--- config.mk ---
export PLATFORM = sky130hd
export DESIGN_NAME = pe_array_sequencer
export DESIGN_NICKNAME = d
export VERILOG_FILES = /design/src/rtl/pe_array_sequencer.sv
export SDC_FILE = /design/constraint.sdc
export NUM_CORES = 1
export LEC_CHECK = 0
export ABC_AREA = 0
export CAP_MARGIN = 20
export CORE_MARGIN = 1.5
export CORE_UTILIZATION = 50
export CTS_BUF_LIST = sky130_fd_sc_hd__clkbuf_4
export DETAILED_ROUTE_END_ITERATION = 10
export DONT_BUFFER_PORTS = 1
export SLEW_MARGIN = 20
export SYNTH_ARGS = -nofsm -noshare
export SYNTH_HDL_FRONTEND = slang
export SYNTH_SLANG_ARGS = --single-unit
--- constraint.sdc ---
create_clock -name clk -period 2.5 [get_ports clk]
set_clock_uncertainty 0.15 [all_clocks]
set_input_delay 0.375 -clock clk [delete_from_list [all_inputs] [get_ports clk]]
set_output_delay 0.375 -clock clk [all_outputs]
set_load 0.005 [all_outputs]
--- src/rtl/pe_array_sequencer.sv ---
// Pass sequencer for the corelet MAC array: issues L0/IFIFO reads, MAC
// instructions, OS flushes and OFIFO writes, stalling on FIFO backpressure.
module pe_array_sequencer #(
  parameter int row      = 8,
  parameter int col      = 8,
  parameter int inst_bw  = 3,
  parameter int KSIZE_BW = 5,
  parameter int CNT_BW   = 8
) (
  input  logic                clk,
  input  logic                reset,
  input  logic                start,
  input  logic                abort,
  input  logic                mode,
  input  logic [KSIZE_BW-1:0] kernel_size,
  input  logic [CNT_BW-1:0]   num_items,
  input  logic                l0_ready,
  input  logic                ififo_ready,
  input  logic                ofifo_full,
  output logic                l0_rd,
  output logic                ififo_rd,
  output logic [inst_bw-1:0]  inst_w,
  output logic                flush,
  output logic [col-1:0]      ofifo_wr,
  output logic                busy,
  output logic                done,
  output logic                err
);

  localparam int LD_BW = (row > 1) ? $clog2(row) : 1;
  localparam int DR_BW = $clog2(row + col);

  localparam logic [LD_BW-1:0] LD_LAST = LD_BW'(row - 1);
  localparam logic [DR_BW-1:0] DR_LAST = DR_BW'(row + col - 2);

  localparam logic [inst_bw-1:0] I_NOP  = '0;
  localparam logic [inst_bw-1:0] I_LOAD = inst_bw'(1);
  localparam logic [inst_bw-1:0] I_WEX  = inst_bw'(2);
  localparam logic [inst_bw-1:0] I_OSH  = inst_bw'(4);
  localparam logic [inst_bw-1:0] I_OEX  = inst_bw'(6);

  typedef enum logic [2:0] {
    IDLE, LOAD, EXEC, DRAIN, FLUSH, DONE
  } state_t;

  state_t              state;
  logic                cfg_mode;
  logic [KSIZE_BW-1:0] cfg_ksize;
  logic [CNT_BW-1:0]   cfg_items;
  logic [KSIZE_BW-1:0] k_cnt;
  logic [CNT_BW-1:0]   item_cnt;
  logic [LD_BW-1:0]    ld_cnt;
  logic [DR_BW-1:0]    dr_cnt;

  logic kill, adv_ws, adv_os, legal;
  logic [KSIZE_BW-1:0] k_last;
  logic [CNT_BW-1:0]   item_last;

  assign kill      = abort && (state != IDLE);
  assign adv_ws    = l0_ready && !ofifo_full;
  assign adv_os    = l0_ready && ififo_ready && !ofifo_full;
  assign legal     = !(mode && kernel_size == '0) && (num_items != '0);
  assign k_last    = cfg_ksize - 1'b1;
  assign item_last = cfg_items - 1'b1;

  always_ff @(posedge clk or posedge reset) begin
    if (reset) begin
      state     <= IDLE;
      cfg_mode  <= 1'b0;
      cfg_ksize <= '0;
      cfg_items <= '0;
      k_cnt     <= '0;
      item_cnt  <= '0;
      ld_cnt    <= '0;
      dr_cnt    <= '0;
      busy      <= 1'b0;
      done      <= 1'b0;
      err       <= 1'b0;
    end else begin
      done <= 1'b0;
      err  <= 1'b0;
      if (kill) begin
        state    <= IDLE;
        k_cnt    <= '0;
        item_cnt <= '0;
        ld_cnt   <= '0;
        dr_cnt   <= '0;
        busy     <= 1'b0;
      end else begin
        unique case (state)
          IDLE: if (start) begin
            cfg_mode  <= mode;
            cfg_ksize <= kernel_size;
            cfg_items <= num_items;
            k_cnt     <= '0;
            item_cnt  <= '0;
            ld_cnt    <= '0;
            dr_cnt    <= '0;
            busy      <= 1'b1;
            if (!legal) begin
              state <= DONE;
              done  <= 1'b1;
              err   <= 1'b1;
            end else begin
              state <= mode ? EXEC : LOAD;
            end
          end
          LOAD: if (l0_ready) begin
            if (ld_cnt == LD_LAST) begin
              ld_cnt <= '0;
              state  <= EXEC;
            end else begin
              ld_cnt <= ld_cnt + 1'b1;
            end
          end
          EXEC: if (cfg_mode) begin
            if (adv_os) begin
              if (k_cnt == k_last) begin
                k_cnt <= '0;
                state <= FLUSH;
              end else begin
                k_cnt <= k_cnt + 1'b1;
              end
            end
          end else if (adv_ws) begin
            if (item_cnt == item_last) begin
              item_cnt <= '0;
              dr_cnt   <= '0;
              state    <= DRAIN;
            end else begin
              item_cnt <= item_cnt + 1'b1;
            end
          end
          FLUSH: if (!ofifo_full) begin
            if (item_cnt == item_last) begin
              item_cnt <= '0;
              state    <= DONE;
              done     <= 1'b1;
            end else begin
              item_cnt <= item_cnt + 1'b1;
              state    <= EXEC;
            end
          end
          DRAIN: if (dr_cnt == DR_LAST) begin
            dr_cnt <= '0;
            state  <= DONE;
            done   <= 1'b1;
          end else begin
            dr_cnt <= dr_cnt + 1'b1;
          end
          DONE: begin
            state <= IDLE;
            busy  <= 1'b0;
          end
          default: state <= IDLE;
        endcase
      end
    end
  end

  // Strobes follow the ready inputs in the same cycle so a stall costs no bubble.
  always_comb begin
    l0_rd    = 1'b0;
    ififo_rd = 1'b0;
    inst_w   = I_NOP;
    flush    = 1'b0;
    ofifo_wr = '0;
    if (!kill) begin
      case (state)
        LOAD: if (l0_ready) begin
          inst_w = I_LOAD;
          l0_rd  = 1'b1;
        end
        EXEC: if (cfg_mode) begin
          inst_w   = adv_os ? I_OEX : I_OSH;
          l0_rd    = adv_os;
          ififo_rd = adv_os;
        end else if (adv_ws) begin
          inst_w = I_WEX;
          l0_rd  = 1'b1;
        end
        FLUSH: begin
          inst_w = I_OSH;
          if (!ofifo_full) begin
            flush    = 1'b1;
            ofifo_wr = '1;
          end
        end
        default: ;
      endcase
    end
  end

endmodule
==> out/qor.yml <==
global_route:
  grt-ovfl-total: 0
  antenna_found_initial: 0
  grt_use_total: 0.224
  grt_pass1_vias: 2218
  grt_pass1_wl_mm: 10.7
  grt_max_degree: 41
layout:
  final_common_cell: "dfrtp_1"
  drive_gt1_frac: 0.171
  fin_nets: 351
  areaGrowthSynthToFinish_pct: 9.90
  final_cells: 392
  antenna_cells: 0
  mostFrequentLayoutCells: "39 x dfrtp_1, 36 x nor2_1, 24 x nand2_1, 20 x buf_4, 15 x o21ai_0"
placement:
  hpwlAfterDp_mm: 4.51
  io_buffer_count: 0
  dp.cells: 379
  place_ws_ns: 0.156
  gp_congestion: 0.911
sta:
  fin_ws_ns: 0.132
  fmax_mhz: 422
  hold_ws_ns: 0.00713
  fin_setup_tns_ns: 0
  finalMaxSlewViolations: 0
  rsz0062_at_grt: "false"
  min_period_ns: 2.37
  worstMarginPinSlew_ns: 0.533
  slew-limit-headroom: 0.645
  setup_viol: 0
  hold_violations: 0
  fin_crit_sh: 0.947
cts:
  cts_buffers: 5
  h-tree-depth: 2
  cts.sinks: 40
  root_buffer: "clkbuf_4"
  clock_insertion_delay_worst_skew_ns: 0.35
  cts_tree: "built"
  clockBufferDepth: 2
  post_cts_buffers: 0
  clk_pin_slew_ns: 0.12
yosys:
  async_flop_share: 1.00
  ys.flop_type: "dfrtp_1"
  synth_edf_count: 0
  yosysSeqAreaShare: 0.362
  netlist_area_um2: 2770
  syn_area_per_cell_um2: 8.93
  netlist_instances: 310
  netlist-cell-type-count: 55
  yosys_warnings: 0
  syn-num-nets: 339
  synth.ff_latch_count: 40
pwr:
  power_density_nw_per_um2: 972
  leakage_nw: 1.37
  ir_drop_mv: 0.524
  p_total_mw: 2.96
critical_path:
  critical-path-top-delay-family: "simple AND/OR/NAND/NOR gates"
  r2r_start: "cfg_ksize[0]"
  crit_arrival_ns: 2.45
  critPathBufInv: 1
  crit_fanout: 6
  critPathKind: "register to register"
  required_ns: 2.58
  cp_slowest_stage_delay_ns: 0.42
  crit_start: "cfg_ksize[0]"
  critPathSlowestCell: "dfrtp_1"
  cp-end-kind: "register"
  start_kind: "register"
  path_cells: "inv_1, ha_1, nor4bb_1, nor2_1, or3_1, o21bai_1, nor3_1, a211o_1"
detailed_routing:
  wire_per_inst_um: 15.5
  remaining_drc_errors: 0
  drtIter0Drc: 91
  firstDrtPassIters: 6
  vias: 2287
  ant_nets: 0
  vias_per_cell: 5.83
  wl_mm: 6.09
die:
  rows: 26
  start_util: 0.528
  die_w_um: 77.4
  pin_count: 38
  core_area_um2: 5240
  die_area_um2: 5990
  die_h_um: 77.4
status:
  status: "finished, final reports clean"
min_path:
  min-delay-path-class: "primary input to register"
  hold_start: "num_items[1]"
job:
  maxCapViolations: 0
## worst paths after layout
check,cells after the start,end,slack (ns)
max,8,k_cnt[3],0.13
min,2,cfg_items[1],0.007
max reg2reg,8,k_cnt[3],0.13
min reg2reg,2,ld_cnt[2],0.38
max in group asynchronous,3,state[0],1.38
min in group asynchronous,3,cfg_items[3],0.43
## metrics by stage
stage,utilization,cell area [um^2]
5_1_grt,0.581,3040
6_report,0.581,3040
4_1_cts,0.573,3000
3_5_place_dp,0.550,2880
2_1_floorplan,-,2770
3_3_place_gp,0.550,2880
## Yosys cell counts, types with 4 or more instances
library cell / n / share of area
mux2_2: 13 / 0.053
a21oi_1: 11 / 0.020
and2_1: 5 / 0.011
nor2b_1: 9 / 0.020
a21o_1: 5 / 0.014
o21bai_1: 4 / 0.011
inv_1: 10 / 0.014
dfrtp_1: 40 / 0.36
ha_1: 8 / 0.036
xor2_1: 6 / 0.019
a211o_1: 5 / 0.016
nor3_1: 8 / 0.014
xnor2_1: 8 / 0.025
nor4b_1: 5 / 0.016
nor3b_1: 5 / 0.014
or2_2: 5 / 0.011
nand2_1: 24 / 0.033
nor2_1: 36 / 0.049
o21ai_0: 15 / 0.027
buf_4: 8 / 0.022
clkbuf_1: 7 / 0.0095
nand3_1: 13 / 0.024
buf_2: 5 / 0.0090
## what timing repair did
item,4_1_cts,5_1_grt
hold buffers,2,4
endpoints found under the setup margin,0,1
gates resized for setup,0,1
endpoints found under the hold margin,41,4
## report_power, final
group | internal (mW) | total [mW] | switching [mW]
registers | 0.815 | 1.04 | 0.230
logic | 0.662 | 1.39 | 0.726
clock network | 0.306 | 0.523 | 0.217
total | 1.78 | 2.96 | 1.17
## flip-flops by register name (all words and copies together) (netlist names)
name / flops
cfg_mode: 1
done: 1
cfg_items: 8
err: 1
dr_cnt: 4
item_cnt: 8
ld_cnt: 3
state: 3
k_cnt: 5
cfg_ksize: 5
busy: 1
## cell families after synthesis
logic type,Yosys count,share of synthesized area
flip-flops,40,0.362
adder cells (fa/ha/maj),8,0.0362
buffers and inverters,31,0.0579
XOR/XNOR,14,0.0443
AND/OR/NAND/NOR,134,0.262
AO/OA/AOI/OAI,69,0.181
multiplexers,14,0.0565
## routing by layer
metal	GRT usage	up-vias	wire length, um
met1	0.291	1109	2930
met3	0.0447	8	179
met2	0.377	26	2910
met5	0	-	0
li1	-	1144	-
met4	0.0636	0	70
## layout make-up
cell class,instances,area [um^2]
inverter,10,37.5
clock buffer,5,37.5
multi-input combinational,239,1610
clock inverter,2,60.1
timing repair buffer,26,210
sequential,40,1000
fill,483,2200
tap,70,87.6
Power figures use the tool's default switching activity.
